$ cat src/rtl/firebird7_in_gate2_ijtag_access_ctrl.sv
// rtl/firebird7_in_gate2_ijtag_access_ctrl.sv - IJTAG initiator driving the gate2 network control pins
// Runs one capture/shift/update command per handshake and returns the scanned-out vector.
module firebird7_in_gate2_ijtag_access_ctrl #(
  parameter int MAX_LEN = 64,
  parameter int LEN_W   = $clog2(MAX_LEN + 1)
) (
  input  logic               ijtag_tck,
  input  logic               ijtag_reset,
  input  logic               cmd_valid,
  output logic               cmd_ready,
  input  logic [LEN_W-1:0]   cmd_len,
  input  logic               cmd_capture,
  input  logic               cmd_update,
  input  logic [MAX_LEN-1:0] cmd_si,
  output logic               rsp_valid,
  input  logic               rsp_ready,
  output logic [MAX_LEN-1:0] rsp_so,
  output logic               ijtag_sel,
  output logic               ijtag_ce,
  output logic               ijtag_se,
  output logic               ijtag_ue,
  output logic               ijtag_si,
  input  logic               ijtag_so
);

  localparam int IDX_W = (MAX_LEN > 1) ? $clog2(MAX_LEN) : 1;
  localparam logic [LEN_W-1:0] MAX_LEN_V = LEN_W'(MAX_LEN);

  typedef enum logic [2:0] {
    IDLE,
    CAPTURE,
    SHIFT,
    UPDATE,
    RESP
  } state_t;

  state_t             state;
  state_t             state_nxt;
  logic [LEN_W-1:0]   len_q;
  logic [LEN_W-1:0]   len_d;
  logic [LEN_W-1:0]   cnt;
  logic [LEN_W-1:0]   cnt_nxt;
  logic               capture_q;
  logic               capture_d;
  logic               update_q;
  logic               update_d;
  logic [MAX_LEN-1:0] si_q;
  logic [MAX_LEN-1:0] si_d;
  logic [MAX_LEN-1:0] so_d;
  logic [IDX_W-1:0]   so_idx;
  logic [IDX_W-1:0]   si_idx;
  logic               sel_d;
  logic               ce_d;
  logic               se_d;
  logic               ue_d;
  logic               si_bit_d;

  // First enabled phase in CAPTURE, SHIFT, UPDATE order; RESP when none remain.
  function automatic state_t first_phase(input logic cap, input logic shf, input logic upd);
    if (cap) return CAPTURE;
    else if (shf) return SHIFT;
    else if (upd) return UPDATE;
    else return RESP;
  endfunction

  always_comb begin
    state_nxt = state;
    len_d     = len_q;
    capture_d = capture_q;
    update_d  = update_q;
    si_d      = si_q;
    cnt_nxt   = cnt;
    so_d      = rsp_so;
    so_idx    = cnt[IDX_W-1:0];

    case (state)
      IDLE: begin
        if (cmd_valid && cmd_ready) begin
          len_d     = (cmd_len > MAX_LEN_V) ? MAX_LEN_V : cmd_len;
          capture_d = cmd_capture;
          update_d  = cmd_update;
          si_d      = cmd_si;
          so_d      = '0;
          cnt_nxt   = '0;
          state_nxt = first_phase(cmd_capture, len_d != '0, cmd_update);
        end
      end
      CAPTURE: state_nxt = first_phase(1'b0, len_q != '0, update_q);
      SHIFT: begin
        so_d[so_idx] = ijtag_so;
        if (cnt == len_q - 1'b1) begin
          cnt_nxt   = '0;
          state_nxt = update_q ? UPDATE : RESP;
        end else begin
          cnt_nxt = cnt + 1'b1;
        end
      end
      UPDATE: state_nxt = RESP;
      RESP: if (rsp_ready) state_nxt = IDLE;
      default: state_nxt = IDLE;
    endcase

    // Pin values are decoded from the upcoming state so every output leaves a flop.
    sel_d    = (state_nxt == CAPTURE) || (state_nxt == SHIFT) || (state_nxt == UPDATE);
    ce_d     = (state_nxt == CAPTURE);
    se_d     = (state_nxt == SHIFT);
    ue_d     = (state_nxt == UPDATE);
    si_idx   = cnt_nxt[IDX_W-1:0];
    si_bit_d = se_d ? si_d[si_idx] : 1'b0;
  end

  always_ff @(posedge ijtag_tck or posedge ijtag_reset) begin
    if (ijtag_reset) begin
      state     <= IDLE;
      len_q     <= '0;
      cnt       <= '0;
      capture_q <= 1'b0;
      update_q  <= 1'b0;
      si_q      <= '0;
      rsp_so    <= '0;
      cmd_ready <= 1'b1;
      rsp_valid <= 1'b0;
      ijtag_sel <= 1'b0;
      ijtag_ce  <= 1'b0;
      ijtag_se  <= 1'b0;
      ijtag_ue  <= 1'b0;
      ijtag_si  <= 1'b0;
    end else begin
      state     <= state_nxt;
      len_q     <= len_d;
      cnt       <= cnt_nxt;
      capture_q <= capture_d;
      update_q  <= update_d;
      si_q      <= si_d;
      rsp_so    <= so_d;
      cmd_ready <= (state_nxt == IDLE);
      rsp_valid <= (state_nxt == RESP);
      ijtag_sel <= sel_d;
      ijtag_ce  <= ce_d;
      ijtag_se  <= se_d;
      ijtag_ue  <= ue_d;
      ijtag_si  <= si_bit_d;
    end
  end

endmodule

$ cat config.mk
export PLATFORM = sky130hd
export DESIGN_NAME = firebird7_in_gate2_ijtag_access_ctrl
export DESIGN_NICKNAME = d
export VERILOG_FILES = /design/src/rtl/firebird7_in_gate2_ijtag_access_ctrl.sv
export SDC_FILE = /design/constraint.sdc
export NUM_CORES = 1
export LEC_CHECK = 0
export CAP_MARGIN = 15
export CORE_MARGIN = 4
export CORE_UTILIZATION = 35
export CTS_CLUSTER_DIAMETER = 50
export DETAILED_ROUTE_END_ITERATION = 12
export PLACE_DENSITY = 0.62
export RECOVER_POWER = 50
export SYNTH_ARGS = -nofsm -noshare
export SYNTH_HDL_FRONTEND = slang
export SYNTH_SLANG_ARGS = --single-unit
$ cat constraint.sdc
create_clock -name ijtag_tck -period 4.8 [get_ports ijtag_tck]
set_input_delay 0.48 -clock ijtag_tck [delete_from_list [all_inputs] [get_ports ijtag_tck]]
set_output_delay 0.48 -clock ijtag_tck [all_outputs]
set_load 0.05 [all_outputs]
==> qor.txt, run 1 <==
status = complete, but fails checks
violated checks = max-capacitance violations, max-slew violations
cells on worst reg2reg path = 12
core area = 0.0228 mm²
H-tree levels = 4
Final Hold Violating Endpoints = 0
cell taking the most area after synthesis = dfrtp_1
Post CTS Setup Buffer Count = 0
Layout Cells excl Fill = 1436
Hold/Removal Path Class = flop to flop
grt ovf = 0
placed cells = 1404
synth top area cells = dfrtp_1 (47%), nand2_1 (11%), o21ai_0 (9.9%), a21oi_1 (6.0%), nor2_1 (2.3%)
clock latency on the worst-skew pair = 430 ps
die width = 161 µm
Buf/Inv on CP = 2
initial antenna violation count = 0
Port Buf Inserts = 148
DP Area = 0.00989 mm²
fraction of layout cells with a size suffix above 1 = 6.86%
flops & latches, synth = 153
share of synthesized registers carrying an async set or reset = 100%
Critical R2R Launch = state[0]
Worst setup SP type = flop
detailed-route via count = 7849
chip height = 161 µm
Clock Skews = 11.2 ps
DRT iter0 DRCs = 717
design area = 0.0105 mm²
worst slack, placed = 934 ps
Commonest cells post-synth = nand2_1 (241), o21ai_0 (162), dfrtp_1 (152)
most frequent cell after synthesis = nand2_1
die area = 0.0258 mm²
cts hold-fix bufs = 0
Crit path top cell by count = nor3_1
area of the mapped netlist = 0.00815 mm²
CP Data Required Time = 5150 ps
CTS buffer count = 17
Synth top area share = 46.7%
Worst path max stage delay = 1240 ps
first-pass GRT wire length = 41900 µm
max_cap viols = 3
clk sinks = 153
Synth cell types = 65
PD cells = 676 mW/mm²
setup slack on the worst flop-to-flop path = 760 ps
deepest clock path buffer count = 2
CP arrival = 4390 ps
number of diodes = 0
I/O pin cnt = 149
crit path max-delay cell type = nor3_1
Top FF cell, synth = dfrtp_1
Lkg Pwr = 4.73 nW
RR Endpoint = ijtag_si
critical-path maximum fanout = 24
CTS tree = yes
drt wl/cell = 18.3 µm
GRT Util Overall = 20.2%
fin crit period = 4040 ps
CTS root buffer = clkbuf_16
Post-synth EDFFs = 0
Routed Antenna Nets = 0
row count = 55
Critical Path Stages = 12
Critical Path Sink Type = flop
Slew headroom = -44.3%
Fmax = 0.248 GHz
RSZ-0062 raised after global routing = false
GPL Wtd Cong = 0.821
Pins Over Slew Limit = 141
WL final = 26300 µm
Mapped Cells = 1001
Vias per Instance = 5.47
Post-route DRC = 0
chain of cells forming the critical path = or2_2 > nor3_1 > buf_4 > buf_4 > nand2_1 > nand2_1 > nor3_1 > a2111oi_0 > a211oi_1 > nor3_1 > a21oi_1 > a31oi_1
PostCTS Resize Cnt = 0
Mapped Avg Cell Area = 8.14 µm²
Worst-Margin Slew = 2160 ps
DPL Wire Length = 17700 µm
synth warn = 0
clock slew at reported path FFs = 70 ps
VDD IR-drop max = 0.313 mV
final setup fails = 0
fin util = 46.2%
Final period util = 84.2%
Critical Path Sink = ijtag_si
Area growth, synth to finish = 29.2%
critical path startpoint = state[0]
initial core utilization = 35.8%
synthesized net count = 1081
WS Path Type = flop to flop
Final nets = 1190
largest net degree at the start of global routing = 99
Fin Setup TNS = 0 ps
CP top delay family = simple AND/OR/NAND/NOR gates
drt first pass iters = 5
Seq/Total Area, Yosys = 47.0%
final worst slack = 760 ps
number of global-route vias before repair = 7523
[routing by layer]
layer	vias up	global-route usage (%)	wire (µm)
met2	301	30.5	11900
met5	-	0	0
met1	3750	29.0	11800
li1	3764	-	-
met3	34	4.34	1930
met4	0	6.61	563
[layout make-up]
| type | count | area [µm²] |
|---|---|---|
| timing repair buffer | 170 | 1650 |
| clock buffer | 17 | 425 |
| clock inverter | 15 | 225 |
| tap | 313 | 392 |
| multi-input combinational | 753 | 3950 |
| sequential | 153 | 3830 |
| fill | 2258 | 12200 |
| inverter | 15 | 60.1 |
[flip-flops by register name (all words and copies together), names as in the netlist, 3 cells and up]
| signal | count |
|---|---|
| rsp_so | 64 |
| si_q | 64 |
| cnt | 7 |
| len_q | 7 |
| state | 3 |
[worst min path at each step]
stage	from	end	slack (ps)	depth (start not counted)
2_1_floorplan	si_q[4]	si_q[4]	440	2
3_3_place_gp	si_q[10]	si_q[10]	460	2
3_5_place_dp	si_q[60]	si_q[60]	470	2
4_1_cts	si_q[10]	si_q[10]	490	2
5_1_grt	si_q[60]	si_q[60]	520	2
6_report	si_q[10]	si_q[10]	480	2
[report_power, final]
group	internal, mW	leakage, nW	total [mW]	switching (mW)
logic	1.27	2.39	3.69	2.42
registers	1.65	2.02	1.93	0.277
clock network	0.894	0.317	1.50	0.605
[tightest hold or removal path, stage by stage, from the launching register on]
cell and delay [ps]:
dfrtp_1 340, nand2_1 50, nand2_1 60
[logic make-up after synthesis]
group | count (synthesis) | synth area share [%]
buffers and inverters | 95 | 4.86
AND/OR/NAND/NOR | 374 | 19.6
flip-flops | 153 | 47.0
AO/OA/AOI/OAI | 355 | 25.6
multiplexers | 14 | 1.76
XOR/XNOR | 8 | 0.859
adder cells (fa/ha/maj) | 2 | 0.307
[per-stage QoR]
stage	power (mW)	hold slack, ps
finish	7.12	482
global route	7.63	516
CTS	7.12	486
detailed placement	5.61	468
global placement	5.58	457
floorplan	4.57	440
[cell usage in the layout (no fill, tap or decap), drive strengths merged, types with 13 or more instances in the layout]
| master | n |
|---|---|
| buf | 20 |
| dlygate4sd3 | 30 |
| clkdlybuf4s50 | 118 |
| inv | 23 |
| a22oi | 14 |
| dfrtp | 152 |
| a21oi | 98 |
| o21ai | 163 |
| a31oi | 14 |
| nor2 | 51 |
| clkbuf | 19 |
| nand2 | 241 |
| nand3 | 19 |
| nor3 | 13 |
(Power assumes the default switching activity.)
==> run 2, diff against run 1 <==
==> constraint.sdc (replaced) <==
create_clock -name ijtag_tck -period 3.57 [get_ports ijtag_tck]
set_input_delay 0.357 -clock ijtag_tck [delete_from_list [all_inputs] [get_ports ijtag_tck]]
set_output_delay 0.357 -clock ijtag_tck [all_outputs]
set_load 0.05 [all_outputs]
==> qor.txt, run 2 (synthesis gave the netlist of run 1 again) <==
status = complete, but fails checks (unchanged)
violated checks = max-capacitance violations, max-slew violations (unchanged)
Final period util = 98.9% (was 84.2%)
Worst setup SP type = flop (unchanged)
final setup fails = 0 (unchanged)
CP arrival = 3820 ps (was 4390 ps)
Hold/Removal Path Class = input pin to async pin (was flop to flop)
setup slack on the worst flop-to-flop path = 40 ps (was 760 ps)
core area = 0.0228 mm² (unchanged)
fraction of layout cells with a size suffix above 1 = 11.3% (was 6.86%)
cells on worst reg2reg path = 12 (unchanged)
PD cells = 929 mW/mm² (was 676 mW/mm²)
Layout Cells excl Fill = 1468 (was 1436)
CTS root buffer = clkbuf_16 (unchanged)
CTS buffer count = 17 (unchanged)
largest net degree at the start of global routing = 77 (was 99)
Hold WS = 282 ps (was 482 ps)
Vias per Instance = 5.45 (was 5.47)
DRT iter0 DRCs = 626 (was 717)
CTS tree = yes (unchanged)
Lkg Pwr = 4.86 nW (was 4.73 nW)
I/O pin cnt = 149 (unchanged)
DP Area = 0.0100 mm² (was 0.00989 mm²)
GRT Util Overall = 20.3% (was 20.2%)
row count = 55 (unchanged)
Routed Antenna Nets = 0 (unchanged)
placed cells = 1418 (was 1404)
chip height = 161 µm (unchanged)
clk sinks = 153 (unchanged)
deepest clock path buffer count = 2 (unchanged)
initial antenna violation count = 1 (was 0)
CP Data Required Time = 3860 ps (was 5150 ps)
WL final = 26800 µm (was 26300 µm)
Slew headroom = -29.3% (was -44.3%)
critical-path maximum fanout = 5 (was 24)
die width = 161 µm (unchanged)
Area growth, synth to finish = 33.8% (was 29.2%)
Critical R2R Launch = len_q[0] (was state[0])
clock slew at reported path FFs = 70 ps (about the same)
RR Endpoint = ijtag_si (unchanged)
die area = 0.0258 mm² (unchanged)
clock latency on the worst-skew pair = 430 ps (about the same)
Final nets = 1221 (was 1190)
Critical Path Sink Type = flop (unchanged)
drt wl/cell = 18.3 µm (about the same)
initial core utilization = 35.8% (unchanged)
grt ovf = 0 (unchanged)
detailed-route via count = 8002 (was 7849)
GPL Wtd Cong = 0.885 (was 0.821)
number of global-route vias before repair = 7650 (was 7523)
drt first pass iters = 8 (was 5)
DPL Wire Length = 18300 µm (was 17700 µm)
Top Registers = rsp_so (64), si_q (64) (unchanged)
first-pass GRT wire length = 42200 µm (was 41900 µm)
design area = 0.0109 mm² (was 0.0105 mm²)
Post-route DRC = 0 (unchanged)
fillers = 2217 (was 2258)
most common cell after layout, fill and taps aside = nand2_1 (unchanged)
VDD IR-drop max = 0.459 mV (was 0.313 mV)
Pins Over Slew Limit = 152 (was 141)
Port Buf Inserts = 148 (unchanged)
most frequent cells in the layout = nand2_1 (241), o21ai_0 (161), dfrtp_1 (151), clkdlybuf4s50_1 (125), a21oi_1 (98) (was nand2_1 (241), o21ai_0 (162), dfrtp_1 (151), clkdlybuf4s50_1 (118), a21oi_1 (98))
Clock Skews = 8.39 ps (was 11.2 ps)
H-tree levels = 4 (unchanged)
RSZ-0062 raised after global routing = true (was false)
Final Hold Violating Endpoints = 0 (unchanged)
max_cap viols = 2 (was 3)
WS Path Type = flop to flop (unchanged)
fin crit period = 3530 ps (was 4040 ps)
Fmax = 0.283 GHz (was 0.248 GHz)
Worst-Margin Slew = 1940 ps (was 2160 ps)
-- run 2: timing repair --
action                                  4_1_cts  5_1_grt
hold buffers                                  0        0
endpoints found under the setup margin        1        1
setup buffers                                 0       16
cloned                                        1        0
pin swaps                                     1       12
gates resized for setup                       1       39
hold endpoints to repair                      0        0
-- run 2: final cells by class --
cell class | instances | area, µm² | area share [%]
antenna | 1 | 2.50 | 0.0229
clock buffer | 17 | 425 | 3.90
clock inverter | 15 | 149 | 1.37
inverter | 15 | 57.6 | 0.528
multi-input combinational | 754 | 4120 | 37.8
sequential | 153 | 3830 | 35.1
tap | 313 | 392 | 3.59
timing repair buffer | 200 | 1930 | 17.7
-- run 2: per-layer routing --
metal | vias up | track usage (%) | part of all wire (%)
li1 | 3820 | - | -
met1 | 3831 | 28.5 | 44
met2 | 310 | 31.7 | 47
met3 | 41 | 4.26 | 6.6
met4 | 0 | 5.83 | 1.9
met5 | - | 0 | 0
-- run 2: worst max path at each step --
stage,start,endpoint,slack (ps)
2_1_floorplan,len_q[0],ijtag_si,190
3_3_place_gp,len_q[0],ijtag_si,50
3_5_place_dp,len_q[0],ijtag_si,-40
4_1_cts,len_q[0],ijtag_si,10
5_1_grt,len_q[0],ijtag_si,-90
6_report,len_q[0],ijtag_si,40
-- run 2: per-stage QoR --
| stage | TNS, ps | util, % | setup WS (ps) | total power [mW] |
|---|---|---|---|---|
| after global placement | 0 | 44.0 | 54.9 | 7.68 |
| after floorplan | 0 | - | 194 | 6.15 |
| after detailed placement | -43.8 | 44.0 | -43.8 | 7.69 |
| after CTS | 0 | 46.6 | 12.8 | 9.51 |
| final | 0 | 47.9 | 37.6 | 10.1 |
| after global routing | -91.1 | 47.9 | -91.1 | 10.8 |
-- run 2: critical path, stage by stage (launching register included) --
cell and delay [ps]:
dfrtp_1 410, inv_2 80, ha_4 130, or3b_4 410, or4_4 570, a22oi_4 360, a31oi_4 160, a221o_2 430
buf_6 150, a211oi_4 240, a2111oi_4 60, o41ai_2 340, a31oi_1 70
-- run 2: report_power, final --
group	leakage, nW	total (mW)	switching (mW)	internal [mW]
registers	2.02	2.57	0.347	2.22
logic	2.56	5.79	3.63	2.16
clock network	0.278	1.77	0.840	0.931
